### src/rtl/ccu_txn_arbiter.sv
// Transaction-level round-robin arbiter that shares one CCU FSM between several
// ACE initiating masters, holding each grant until the owner's transaction completes.

package ccu_txn_arbiter_pkg;

    typedef struct packed {
        logic [31:0] addr;
        logic [3:0]  id;
    } ace_ax_t;

    typedef struct packed {
        logic [31:0] data;
        logic        last;
    } ace_w_t;

    typedef struct packed {
        logic [3:0] id;
        logic [1:0] resp;
    } ace_b_t;

    typedef struct packed {
        logic [31:0] data;
        logic [3:0]  id;
        logic        last;
    } ace_r_t;

    typedef struct packed {
        ace_ax_t aw;
        logic    aw_valid;
        ace_w_t  w;
        logic    w_valid;
        logic    b_ready;
        ace_ax_t ar;
        logic    ar_valid;
        logic    r_ready;
    } ace_req_t;

    typedef struct packed {
        logic   aw_ready;
        logic   ar_ready;
        logic   w_ready;
        ace_b_t b;
        logic   b_valid;
        ace_r_t r;
        logic   r_valid;
    } ace_resp_t;

endpackage

// Handshake rule on every channel: a beat transfers on a clock edge where valid
// and ready are both high; valid, once raised, is held until that edge.
module ccu_txn_arbiter #(
    parameter int unsigned NoSlvPorts = 4,
    parameter int unsigned IdxWidth   = (NoSlvPorts > 32'd1) ? $clog2(NoSlvPorts) : 32'd1,
    parameter type         slv_req_t  = ccu_txn_arbiter_pkg::ace_req_t,
    parameter type         slv_resp_t = ccu_txn_arbiter_pkg::ace_resp_t
) (
    input  logic                clk_i,
    input  logic                rst_ni,
    input  slv_req_t            slv_req_i  [NoSlvPorts],
    output slv_resp_t           slv_resp_o [NoSlvPorts],
    output slv_req_t            ccu_req_o,
    input  slv_resp_t           ccu_resp_i,
    output logic                busy_o,
    output logic [IdxWidth-1:0] grant_idx_o
);

    typedef enum logic [1:0] {
        IDLE = 2'd0,
        ADDR = 2'd1,
        RESP = 2'd2
    } state_e;

    state_e              state_q, state_d;
    logic [IdxWidth-1:0] rr_ptr_q, rr_ptr_d;
    logic [IdxWidth-1:0] grant_idx_q, grant_idx_d;
    logic                is_read_q, is_read_d;

    logic [IdxWidth-1:0] pick_idx;
    logic [IdxWidth-1:0] cand_idx;
    int unsigned         cand;
    logic                any_req;
    logic                addr_hs;
    logic                txn_done;

    // First requesting port at or after rr_ptr, wrapping around.
    always_comb begin
        any_req  = 1'b0;
        pick_idx = '0;
        cand     = 0;
        cand_idx = '0;
        for (int unsigned off = 0; off < NoSlvPorts; off++) begin
            cand     = (32'(rr_ptr_q) + off) % NoSlvPorts;
            cand_idx = IdxWidth'(cand);
            if (!any_req && (slv_req_i[cand_idx].ar_valid || slv_req_i[cand_idx].aw_valid)) begin
                any_req  = 1'b1;
                pick_idx = cand_idx;
            end
        end
    end

    // Owner's channels pass through; the address channel not in use (and both in RESP) is masked.
    always_comb begin
        ccu_req_o = '0;
        for (int unsigned i = 0; i < NoSlvPorts; i++) begin
            slv_resp_o[i] = '0;
        end
        if (state_q != IDLE) begin
            ccu_req_o               = slv_req_i[grant_idx_q];
            slv_resp_o[grant_idx_q] = ccu_resp_i;
            if ((state_q == RESP) || !is_read_q) begin
                ccu_req_o.ar_valid               = 1'b0;
                slv_resp_o[grant_idx_q].ar_ready = 1'b0;
            end
            if ((state_q == RESP) || is_read_q) begin
                ccu_req_o.aw_valid               = 1'b0;
                slv_resp_o[grant_idx_q].aw_ready = 1'b0;
            end
        end
    end

    assign addr_hs  = is_read_q ? (ccu_req_o.ar_valid & ccu_resp_i.ar_ready)
                                : (ccu_req_o.aw_valid & ccu_resp_i.aw_ready);
    assign txn_done = is_read_q ? (ccu_resp_i.r_valid & ccu_req_o.r_ready & ccu_resp_i.r.last)
                                : (ccu_resp_i.b_valid & ccu_req_o.b_ready);

    always_comb begin
        state_d     = state_q;
        rr_ptr_d    = rr_ptr_q;
        grant_idx_d = grant_idx_q;
        is_read_d   = is_read_q;
        unique case (state_q)
            IDLE: begin
                if (any_req) begin
                    grant_idx_d = pick_idx;
                    is_read_d   = slv_req_i[pick_idx].ar_valid;
                    state_d     = ADDR;
                end
            end
            ADDR: begin
                if (addr_hs) begin
                    state_d = RESP;
                end
            end
            RESP: begin
                if (txn_done) begin
                    state_d  = IDLE;
                    rr_ptr_d = (grant_idx_q == IdxWidth'(NoSlvPorts - 1)) ? '0 : grant_idx_q + 1'b1;
                end
            end
            default: begin
                state_d = IDLE;
            end
        endcase
    end

    always_ff @(posedge clk_i or negedge rst_ni) begin
        if (!rst_ni) begin
            state_q     <= IDLE;
            rr_ptr_q    <= '0;
            grant_idx_q <= '0;
            is_read_q   <= 1'b0;
        end else begin
            state_q     <= state_d;
            rr_ptr_q    <= rr_ptr_d;
            grant_idx_q <= grant_idx_d;
            is_read_q   <= is_read_d;
        end
    end

    assign busy_o      = (state_q != IDLE);
    assign grant_idx_o = grant_idx_q;

endmodule

### config.mk
export PLATFORM = sky130hd
export DESIGN_NAME = ccu_txn_arbiter
export DESIGN_NICKNAME = d
export VERILOG_FILES = /design/src/rtl/ccu_txn_arbiter.sv
export SDC_FILE = /design/constraint.sdc
export NUM_CORES = 1
export LEC_CHECK = 0
export BUFFER_PORTS_ARGS = -buffer_cell sky130_fd_sc_hd__buf_2
export CAP_MARGIN = 20
export CORE_AREA = 3 3 312 314
export CTS_BUF_LIST = sky130_fd_sc_hd__clkbuf_8
export CTS_CLUSTER_DIAMETER = 100
export CTS_CLUSTER_SIZE = 28
export DETAILED_ROUTE_END_ITERATION = 6
export DIE_AREA = 0 0 315 317
export PLACE_DENSITY = 0.3
export SLEW_MARGIN = 0
export SYNTH_ARGS = -nofsm -noshare
export SYNTH_HDL_FRONTEND = slang
export SYNTH_SLANG_ARGS = --single-unit
### constraint.sdc
create_clock -name clk_i -period 3.35 [get_ports clk_i]
set_input_delay 0.335 -clock clk_i [delete_from_list [all_inputs] [get_ports clk_i]]
set_output_delay 0.335 -clock clk_i [all_outputs]
set_load 0.05 [all_outputs]
Word-level counts from Yosys, hierarchy flattened
Index checks and enable logic that the tools add are counted.
{ "op_classes": {"n_addsub": 4, "magnitude_cmp": 7, "eq_ne": 6, "n_mux": 48, "bitwise": 12, "reduce_logical": 19} }
{ "ops": {"columns": ["cell", "count"], "rows": [
  ["110-bit binary-select mux with 2-bit select", 6],
  ["192-bit two-way mux", 4],
  ["74-bit two-way mux", 8],
  ["192-bit bitwise mux", 2],
  ["110-bit two-way mux", 3],
  ["48-bit demux with 2-bit select", 3],
  ["192-bit AND", 1],
  ["48-bit two-way mux", 2],
  ["47-bit two-way mux", 1],
  ["2-bit two-way mux", 10],
  ["3-bit >= comparator (second input constant)", 6],
  ["2-bit NOT with 3-bit output", 6],
  ["1-bit two-way mux", 8],
  ["1-bit logical OR", 6],
  ["2-bit inequality test (second input constant)", 3],
  ["2-bit one-hot mux with 3 select lines", 1],
  ["1-bit AND", 5],
  ["2-bit by 1-bit adder with 2-bit output (second input constant)", 2],
  ["2-bit adder (second input constant)", 2],
  ["2-bit equality test (second input constant)", 2],
  ["1-bit logical AND", 4],
  ["1-bit zero test", 4],
  ["2-bit AND reduction", 2],
  ["3-bit by 1-bit < comparator with 1-bit output (second input constant)", 1],
  ["4 further kinds", 4]
]} }
{ "word_totals": {"register_bits": 7, "in_bits": 490, "output_inout_bits": 305, "wordCells": 100} }

Longest topological paths before layout
Gate-level depths: netlist of run 1.
{ "logic_depth": {"word_depth": 19, "ltp_mapped": 8, "mapped_depth_nobuf": 5} }

Worst setup path before layout of run 1
Ideal clock, no wire load.
{ "synth_path": {"path_type": "register to output", "from": "reg grant_idx_q[0], in the netlist grant_idx_o[0]", "to": "out slv_resp_o[50] in the netlist's numbering", "arrival_time_ns": 2.323, "t_required_ns": 3.015, "path_slack_ns": 0.692, "path_stages_with_launch": 9, "n_path_buf": 5, "path_cell_list": "dfrtp_1 -> buf_6 -> buf_4 -> buf_4 -> inv_1 -> ha_1 -> clkbuf_1 -> clkbuf_1 -> and3_1"} }
{ "synth_lines": {"columns": ["element", "line", "text"], "rows": [
  ["from (decl)", "76", "logic [IdxWidth-1:0] grant_idx_q, grant_idx_d;"],
  ["from (signal assigned)", "166", "grant_idx_q <= grant_idx_d;"],
  ["to (decl)", "61", "output slv_resp_t slv_resp_o [NoSlvPorts],"]
]} }

==> results of run 1 <==
worst paths after layout:
path	end	startpoint	slack, ps
min in group asynchronous	grant_idx_o[0]	rst_ni	550
max reg2reg	rr_ptr_q[1]	grant_idx_o[1]	1060
max	ccu_req_o[69]	grant_idx_o[0]	530
min	state_q[0]	ccu_resp_i[47]	500
min reg2reg	state_q[1]	state_q[1]	510
max in group asynchronous	grant_idx_o[1]	rst_ni	2600
worst reg2reg max path, cell delays in order (launching register included):
cell,delay [ps]
dfrtp_4,590
buf_4,400
mux4_2,440
nand2_1,110
o21ai_2,140
nor2b_4,190
mux2_4,310
metrics by stage:
| stage | hold slack [ps] | instances | cell area [um^2] |
|---|---|---|---|
| 2_1_floorplan | 39.41 | 559 | 5296 |
| 3_3_place_gp | 210.3 | 2556 | 10740 |
| 3_5_place_dp | 211.1 | 2556 | 10740 |
| 4_1_cts | 484.7 | 2561 | 10800 |
| 5_1_grt | 533.1 | 2562 | 10800 |
| 6_report | 497.9 | 2571 | 10820 |
power by group:
part | total (uW) | switching [uW] | internal (uW)
clock | 115 | 36.2 | 79.2
sequential | 311 | 179 | 133
combinational | 10400 | 7430 | 3010
total | 10900 | 7640 | 3230
state kept, by name (all words and copies together), names as in the netlist:
register	cells
is_read_q	1
rr_ptr_q	2
grant_idx_o	2
state_q	2
per-layer routing:
layer,vias up,track usage [%],part of all wire (%)
met5,-,0,0.044
met4,4,0.8268,1.3
met3,86,2.685,8.0
met2,647,21.30,51
met1,4241,13.95,40
li1,3656,-,-
cell usage after synthesis:
master and count:
or2b_2 1, or3_1 1, o41a_1 1, and3_1 188
nand2_1 9, a21oi_1 3, o21ai_1 2, o22ai_1 1
inv_1 4, a41o_4 1, or2_2 2, a31oi_1 1
clkbuf_1 55, a32oi_1 1, mux2_4 2, buf_2 13
mux4_2 110, nand4_1 1, a211o_1 2, o41ai_1 1
or2_1 1, buf_1 7, buf_6 2, a311oi_1 1
a211oi_1 2, nand3b_1 1, o21ai_2 1, buf_4 2
nor2_1 8, o21ba_2 1, a22oi_1 1, o21ai_0 1
nor2b_4 1, and2_1 116, dfrtp_1 7, nor3_1 1
o21bai_1 1, ha_1 4, nor4_1 1, o31ai_1 1
cells by family after synthesis:
| logic type | share of synthesized area (%) |
|---|---|
| buffers and inverters | 6.615 |
| AO/OA/AOI/OAI | 3.308 |
| flip-flops | 3.307 |
| AND/OR/NAND/NOR | 38.48 |
| adder cells (fa/ha/maj) | 0.9450 |
| multiplexers | 47.34 |
timing repair:
item	4_1_cts	5_1_grt
hold endpoints to repair	7	0
hold buffers	1	0
gates resized for setup	0	0
cell type report:
cell class	instances	area, um^2	share of cell area [%]
Antenna cell	10	25.02	0.2313
Clock buffer	3	41.29	0.3816
Clock inverter	1	3.754	0.03469
Inverter	4	15.01	0.1388
Multi-Input combinational cell	469	4783	44.21
Sequential cell	7	182.7	1.688
Tap cell	1265	1583	14.63
Timing Repair Buffer	812	4187	38.69
==> flow_metrics.py, run 1 <==
metrics = {
    "clock_tree": {
        "cts_root_buf": "clkbuf_8",
        "post_cts_buffers": 0,
        "path_clk_slew_ps": 40,
        "clock_path_buffers": 2,
        "clk_latency_ps": 230,
        "cts_made_buffers": 3,
        "cts_tree": "built",
        "clock_sinks": 7,
        "htreeDepth": 1,
    },
    "die": {
        "die_y_um": 317,
        "start_util_pct": 5.583,
        "rows": 113,
        "coreArea_mm2": 0.09487,
        "die_w_um": 315,
        "pin_count": 795,
        "design.die.area_mm2": 0.09986,
    },
    "worst_setup_path": {
        "crit_cells": 4,
        "cp_slowest_stage_delay_ps": 770,
        "crit_chain": "buf_12, mux4_2, and2_1, buf_2",
        "end_kind": "output pin",
        "crit_slowest_cell": "dfrtp_4",
        "startpoint_type": "flop",
        "setup.worst_path.class": "flop to output pin",
        "r2r_cells": 6,
        "path_max_fanout": 46,
        "path_buf_inv": 2,
        "cp_top_family": "flip-flops",
        "critPathArrivalTime_ps": 2490,
        "crit_required_ps": 3010,
    },
    "detailed_routing": {
        "vias_per_cell": 3.358,
        "ant_nets": 0,
        "drc_errors": 0,
        "dr.first_iter.drc_count": 531,
        "wirelength_um": 61890,
        "first_pass_iters": 6,
        "vias": 8634,
        "wl_per_cell_um": 24.07,
    },
    "pwr": {
        "leakage_uw": 0.005848,
        "peakVddDrop_v": 0.0004516,
        "power_uw": 10870,
        "power_density_mw_per_mm2": 1004,
    },
    "synthesis": {
        "synth_nets": 1053,
        "yosys-top-cells-area": "mux4_2 (47%), and3_1 (22%), and2_1 (14%)",
        "synthCells": 559,
        "yosys.area.top_type": "mux4_2",
        "synthDistinctLibCells": 40,
        "synth_top_area_share_pct": 46.78,
        "syn-cell-area_mm2": 0.005296,
        "syn_avg_cell_area_um2": 9.475,
        "ys_warn_count": 0,
        "yosysSeqAreaShare_pct": 3.307,
        "ys_ff_latch": 7,
    },
    "sta": {
        "period_needed_ps": 2823,
        "layout_setup_ws_ps": 527.1,
        "min_period_over_period_pct": 84.26,
        "tightest_slew_ps": 720.4,
        "clock.fmax_ghz": 0.3542,
        "tns_ps": 0,
        "slew-limit-headroom_pct": 51.98,
        "setup_violations": 0,
        "report.final.hold_viol_count": 0,
        "finClkSkew_ps": 4.702,
        "slew_viol_final": 0,
        "rsz0062_at_grt": "no",
    },
    "layout": {
        "mostFrequentLayoutCell": "buf_2",
        "final_nets": 1791,
        "layout.cells.most_common_list": "buf_2 (794), and3_1 (188), and2_1 (116), mux4_2 (110), buf_4 (11)",
        "fin_util_pct": 11.41,
        "area_growth_pct": 104.3,
        "drive_gt1_share_pct": 72.53,
        "fillers": 11052,
    },
    "hold_path": {
        "hold_depth": 4,
        "min_path_type": "primary input to flop",
    },
    "grt": {
        "grt_max_degree": 84,
        "grt_pass1_wl_um": 78560,
        "grt_util_all_layers_pct": 11.49,
        "antenna_found_initial": 68,
        "grt_pass1_vias": 8738,
        "overflow": 0,
    },
    "outcome": {
        "outcome": "complete, no violations",
    },
    "placement": {
        "place_hpwl_um": 55730,
        "port_buffers": 794,
        "gp_congestion": 0.9423,
        "pre_cts_ws_ps": 706.4,
    },
    "job": {
        "drv_cap": 0,
    },
}
(Power assumes the default switching activity.)
==> inputs of run 2 (changes only) <==
--- a/config.mk
+++ b/config.mk
@@ -5,14 +5,15 @@
 export SDC_FILE = /design/constraint.sdc
 export NUM_CORES = 1
 export LEC_CHECK = 0
+export ABC_AREA = 1
 export BUFFER_PORTS_ARGS = -buffer_cell sky130_fd_sc_hd__buf_2
 export CAP_MARGIN = 20
-export CORE_AREA = 3 3 312 314
+export CORE_AREA = 3 3 311 313
 export CTS_BUF_LIST = sky130_fd_sc_hd__clkbuf_8
 export CTS_CLUSTER_DIAMETER = 100
 export CTS_CLUSTER_SIZE = 28
 export DETAILED_ROUTE_END_ITERATION = 6
-export DIE_AREA = 0 0 315 317
+export DIE_AREA = 0 0 314 316
 export PLACE_DENSITY = 0.3
 export SLEW_MARGIN = 0
 export SYNTH_ARGS = -nofsm -noshare
==> constraint.sdc (replaced) <==
create_clock -name clk_i -period 2.4 [get_ports clk_i]
set_input_delay 0.24 -clock clk_i [delete_from_list [all_inputs] [get_ports clk_i]]
set_output_delay 0.24 -clock clk_i [all_outputs]
set_load 0.05 [all_outputs]
==> flow_metrics.py, run 2 <==
metrics = {
    "worst_setup_path": {
        "path_max_fanout": 27,
        "setup.worst_path.class": "flop to output pin",
        "crit_required_ps": 2160,
        "startpoint_type": "flop",
        "end_kind": "output pin",
        "critPathArrivalTime_ps": 2060,
    },
    "layout": {
        "fin_util_pct": 13.82,
        "layout.cells.most_common_list": "buf_2 (738), nor2_1 (514), o21ai_0 (218), a21oi_2 (107), nor2_2 (72)",
        "area_growth_pct": 136.4,
        "drive_gt1_share_pct": 55.52,
        "final_cells": 3262,
        "design_area_mm2": 0.01308,
        "mostFrequentLayoutCell": "buf_2",
        "final_nets": 2487,
    },
    "detailed_routing": {
        "wl_per_cell_um": 19.63,
        "vias": 10967,
        "ant_nets": 0,
        "first_pass_iters": 4,
        "dr.first_iter.drc_count": 403,
        "drc_errors": 0,
        "vias_per_cell": 3.362,
        "wirelength_um": 64020,
    },
    "pwr": {
        "leakage_uw": 0.006367,
        "netSwitchingPower_uw": 16620,
        "power_uw": 23400,
        "p_clk_share_pct": 0.7,
        "power_density_mw_per_mm2": 1790,
        "p_seq_share_pct": 1.4,
        "internal_power_uw": 6779,
        "pwr-share-comb_pct": 97.9,
        "peakVddDrop_v": 0.0007911,
        "swShare_pct": 71.03,
    },
    "die": {
        "design.die.area_mm2": 0.09922,
        "start_util_pct": 5.847,
        "coreArea_mm2": 0.09459,
        "rows": 113,
        "die_y_um": 316,
        "pin_count": 795,
        "die_w_um": 314,
    },
    "clock_tree": {
        "clk_latency_ps": 230,
        "clock_path_buffers": 2,
        "cts_tree": "built",
        "path_clk_slew_ps": 40,
        "clock_sinks": 7,
        "htreeDepth": 1,
        "cts_root_buf": "clkbuf_8",
        "cts_made_buffers": 3,
    },
    "grt": {
        "antenna_found_initial": 35,
        "overflow": 0,
        "grt_pass1_wl_um": 84720,
        "grt_util_all_layers_pct": 11.85,
        "grt_pass1_vias": 10883,
        "grt_max_degree": 68,
    },
    "synthesis": {
        "syn-cell-area_mm2": 0.005530,
        "synth_nets": 1743,
        "yosys.cell_count.top_type": "nor2_1",
        "synth_ff_type": "dfrtp_1",
        "async_reset_ff_share_pct": 100.0,
        "synth_top_area_share_pct": 42.49,
        "yosys-top-cells-area": "nor2_1 (42%), o21ai_0 (20%), a21oi_1 (10%)",
        "synthCells": 1249,
        "yosys.area.top_type": "nor2_1",
        "ys_ff_latch": 7,
        "syn_avg_cell_area_um2": 4.428,
        "synth-edff-count": 0,
        "yosysSeqAreaShare_pct": 3.167,
        "synth_commonest_cells": "nor2_1 (626), o21ai_0 (220), a21oi_1 (111), inv_1 (64), clkbuf_1 (56)",
        "synthDistinctLibCells": 31,
        "ys_warn_count": 0,
    },
    "sta": {
        "clock.fmax_ghz": 0.4356,
        "tightest_slew_ps": 664.6,
        "setup_violations": 0,
        "min_period_over_period_pct": 95.65,
        "slew_viol_final": 0,
        "whs_ps": 374.0,
        "period_needed_ps": 2296,
        "slew-limit-headroom_pct": 55.69,
        "report.final.hold_viol_count": 0,
        "finClkSkew_ps": 0.6823,
    },
    "placement": {
        "place_area_mm2": 0.01293,
        "port_buffers": 794,
        "dp_cells": 3250,
        "gp_congestion": 0.8059,
        "place_hpwl_um": 55510,
    },
    "outcome": {
        "outcome": "complete, no violations",
    },
    "hold_path": {
        "min_path_type": "primary input to flop",
    },
    "job": {
        "drv_cap": 0,
    },
}
==> run 2: layout make-up <==
class / instances / area, um^2
clock inverters: 1 / 3.754
fillers: 11293 / 81510
inverters: 72 / 289.0
diodes: 5 / 12.51
multi-input cells: 1063 / 5542
flip-flops and latches: 7 / 182.7
repair buffers: 846 / 5423
clock buffers: 3 / 41.29
well taps: 1265 / 1583
==> run 2: power groups by stage <==
| stage | Combinational (uW) | Sequential, uW | Clock (uW) |
|---|---|---|---|
| floorplan | 15400 | 300 | 0 |
| global placement | 23200 | 330 | 0 |
| detailed placement | 23100 | 324 | 0 |
| CTS | 23200 | 325 | 171 |
| global route | 24500 | 348 | 180 |
| finish | 22900 | 333 | 167 |
==> run 2: what timing repair did <==
action | CTS | global route
setup buffers | 0 | 1
gates resized for setup | 1 | 10
setup endpoints to repair | 2 | 93
cloned | 0 | 1
endpoints found under the hold margin | 7 | 0
hold buffers | 1 | 0
==> run 2: kinds of logic (layout without fill, tap and decap cells) <==
family | Yosys count | count (layout) | share of synthesized area [%]
AOI/OAI and AO/OA | 350 | 350 | 32.42
adders and majority gates | 4 | 4 | 0.9050
buffers and inverters | 179 | 922 | 13.60
DFF | 7 | 7 | 3.167
other | 0 | 5 | 0
and+or+nand+nor | 709 | 709 | 49.91
==> run 2: critical path, cell delays in order (launching register included) <==
cell and delay (ps):
dfrtp_1 410, nor2_4 220, clkinvlp_4 280, nand2_4 110, buf_4 430, nor2_1 150
buf_12 180
==> run 2: final timing paths <==
| kind | from | to | slack, ps | cells after the start |
|---|---|---|---|---|
| worst min-delay path | ccu_resp_i[46] | state_q[0] | 370 | 4 |
| worst min register to register | is_read_q | is_read_q | 560 | 2 |
| worst max-delay path | state_q[1] | slv_resp_o[72] | 100 | 6 |
| max in group asynchronous | rst_ni | grant_idx_o[1] | 1790 | 2 |
| min in group asynchronous | rst_ni | state_q[0] | 410 | 2 |
| worst max register to register | grant_idx_o[0] | rr_ptr_q[0] | 380 | 12 |
==> run 2: per-layer routing <==
layer	global-route usage, %	wire, um	vias to the layer above
li1	-	-	5460
met1	14.31	26220	4912
met2	22.35	32390	533
met3	2.451	4654	56
met4	0.8094	711	6
met5	0	41	-
==> run 2: through the flow <==
| stage | setup TNS [ps] | setup slack [ps] |
|---|---|---|
| after floorplan | -7764 | -119.2 |
| after global placement | 0 | 167.9 |
| after detailed placement | 0 | 169.6 |
| after CTS | -1.533 | -1.533 |
| after global routing | -22.47 | -12.08 |
| final | 0 | 104.5 |
==> inputs of run 3 (changes only) <==
==> constraint.sdc (replaced) <==
create_clock -name clk_i -period 2.4 [get_ports clk_i]
set_input_delay 0.24 -clock clk_i [delete_from_list [all_inputs] [get_ports clk_i]]
set_output_delay 0.24 -clock clk_i [all_outputs]
set_load 0.02 [all_outputs]
==> flow_metrics.py, run 3 (same netlist as run 2, synthesis figures left out) <==
metrics = {
    "outcome": {
        "outcome": "complete, no violations",
    },
    "clock_tree": {
        "htreeDepth": 1,
        "path_clk_slew_ps": 40,
        "cts_root_buf": "clkbuf_8",
        "clock_path_buffers": 2,
        "clk_latency_ps": 230,
        "clock_sinks": 7,
        "cts_made_buffers": 3,
        "post_cts_buffers": 0,
        "cts_tree": "built",
    },
    "worst_setup_path": {
        "setup.worst_path.class": "flop to output pin",
        "startpoint_type": "flop",
        "r2r_cells": 8,
        "path_max_fanout": 40,
        "r2r_slack_ps": 450,
        "end_kind": "output pin",
        "critPathArrivalTime_ps": 2050,
        "crit_required_ps": 2160,
        "r2r_end": "state_q[1]",
        "rr_startpoint": "grant_idx_o[0]",
    },
    "sta": {
        "report.final.hold_viol_count": 0,
        "min_period_over_period_pct": 95.32,
        "clock.fmax_ghz": 0.4371,
        "slew_viol_final": 0,
        "tightest_slew_ps": 632.0,
        "finClkSkew_ps": 2.112,
        "period_needed_ps": 2288,
        "tns_ps": 0,
        "setup_violations": 0,
        "rsz0062_at_grt": "no",
        "slew-limit-headroom_pct": 57.42,
    },
    "detailed_routing": {
        "route.met2.wl_um": 33150,
        "vias": 11136,
        "vias_per_cell": 3.411,
        "first_pass_iters": 5,
        "met3_length_um": 5281,
        "wl_per_cell_um": 20.21,
        "wl_met1_um": 25980,
        "dr.first_iter.drc_count": 513,
        "ant_nets": 0,
        "wirelength_um": 65980,
        "routed.top_layer": "met5",
        "drc_errors": 0,
    },
    "pwr": {
        "internal_power_uw": 4848,
        "power_density_mw_per_mm2": 1345,
        "p_clk_share_pct": 1.1,
        "swShare_pct": 68.03,
        "peakVddDrop_v": 0.0006515,
        "leakage_uw": 0.006101,
        "pwr-share-comb_pct": 96.7,
        "netSwitchingPower_uw": 10320,
        "p_seq_share_pct": 2.2,
    },
    "placement": {
        "place_area_mm2": 0.01115,
        "gp_congestion": 0.8067,
        "place_hpwl_um": 57090,
        "port_buffers": 794,
    },
    "hold_path": {
        "hold_end": "state_q[0]",
        "hold_depth": 4,
        "hp-start": "ccu_resp_i[46]",
        "min_path_type": "primary input to flop",
    },
    "layout": {
        "layout.cells.most_common_list": "buf_2 (794), nor2_1 (625), o21ai_0 (219), a21oi_1 (110), inv_1 (64)",
        "final_nets": 2481,
        "design_area_mm2": 0.01127,
        "mostFrequentLayoutCell": "buf_2",
        "drive_gt1_share_pct": 44.31,
        "area_growth_pct": 103.9,
    },
    "die": {
        "coreArea_mm2": 0.09459,
        "die_y_um": 316,
        "start_util_pct": 5.847,
        "die_w_um": 314,
        "pin_count": 795,
        "design.die.area_mm2": 0.09922,
        "rows": 113,
    },
    "grt": {
        "grt_max_degree": 72,
        "overflow": 0,
        "grt_pass1_wl_um": 86510,
        "grt_pass1_vias": 10840,
        "grt_util_all_layers_pct": 12.24,
        "antenna_found_initial": 47,
    },
    "job": {
        "drv_cap": 0,
    },
}
==> run 3: changes by cell type in the layout (fill, tap and decap cells not counted), sizes merged <==
cell      previous run  this run
buf                843       838
clkbuf               5         4
diode                5        14
clkinv               0         1
clkinvlp             1         0
==> run 3: repair_timing <==
action                     in CTS  in global routing
pin swaps                       0                  1
hold buffers                    1                  0
setup endpoints to repair       1                  2
gates resized for setup         1                  2
gates cloned                    0                  1
hold endpoints to repair        7                  0
==> run 3: critical path, cell delays in order, from the launching register on <==
cell     delay, ps
dfrtp_4        520
inv_6          190
buf_12         220
buf_4          190
o21ai_0         90
a21oi_1        310
buf_2          240
==> run 3: metal layers <==
metal,GRT usage [%],vias to the layer above
met1,14.03,5018
li1,-,5463
met4,2.492,12
met3,3.467,86
met2,22.52,557
met5,0,-
==> run 3: per-stage QoR <==
| step | instances | utilization, % | hold slack [ps] | total power (uW) | worst slack, ps |
|---|---|---|---|---|---|
| finish | 3265 | 11.92 | 335.2 | 15160 | 112.4 |
| global route | 3256 | 11.90 | 363.8 | 16650 | 18.64 |
| CTS | 3250 | 11.85 | 340.9 | 15410 | 7.408 |
| detailed placement | 3245 | 11.79 | 105.1 | 15180 | 133.2 |
| global placement | 3245 | 11.79 | 109.4 | 15290 | 134.9 |
| floorplan | 1249 | - | -55.59 | 9100 | 45.56 |
==> run 3: power groups by stage <==
stage	logic, uW	registers (uW)	clock network (uW)
finish	14700	336	165
global route	16100	349	180
CTS	14900	335	173
detailed placement	14800	336	0
global placement	15000	336	0
floorplan	8840	257	0
==> run 3: worst max path at each step <==
stage,startpoint,end,slack [ps],cells after the start
after floorplan,grant_idx_o[1],slv_resp_o[144],50,8
after global placement,grant_idx_o[0],ccu_req_o[6],130,5
after detailed placement,grant_idx_o[0],ccu_req_o[6],130,5
after CTS,grant_idx_o[0],ccu_req_o[6],7,5
after global routing,grant_idx_o[0],ccu_req_o[55],20,7
final,grant_idx_o[0],ccu_req_o[44],110,6
==> run 3: cell type report <==
type	instances	area (um^2)
antenna	14	35.03
clock buffer	3	41.29
clock inverter	1	3.754
fill	11435	83310
inverter	72	282.8
multi-input combinational	1063	4624
sequential	7	182.7
tap	1265	1583
timing repair buffer	840	4522
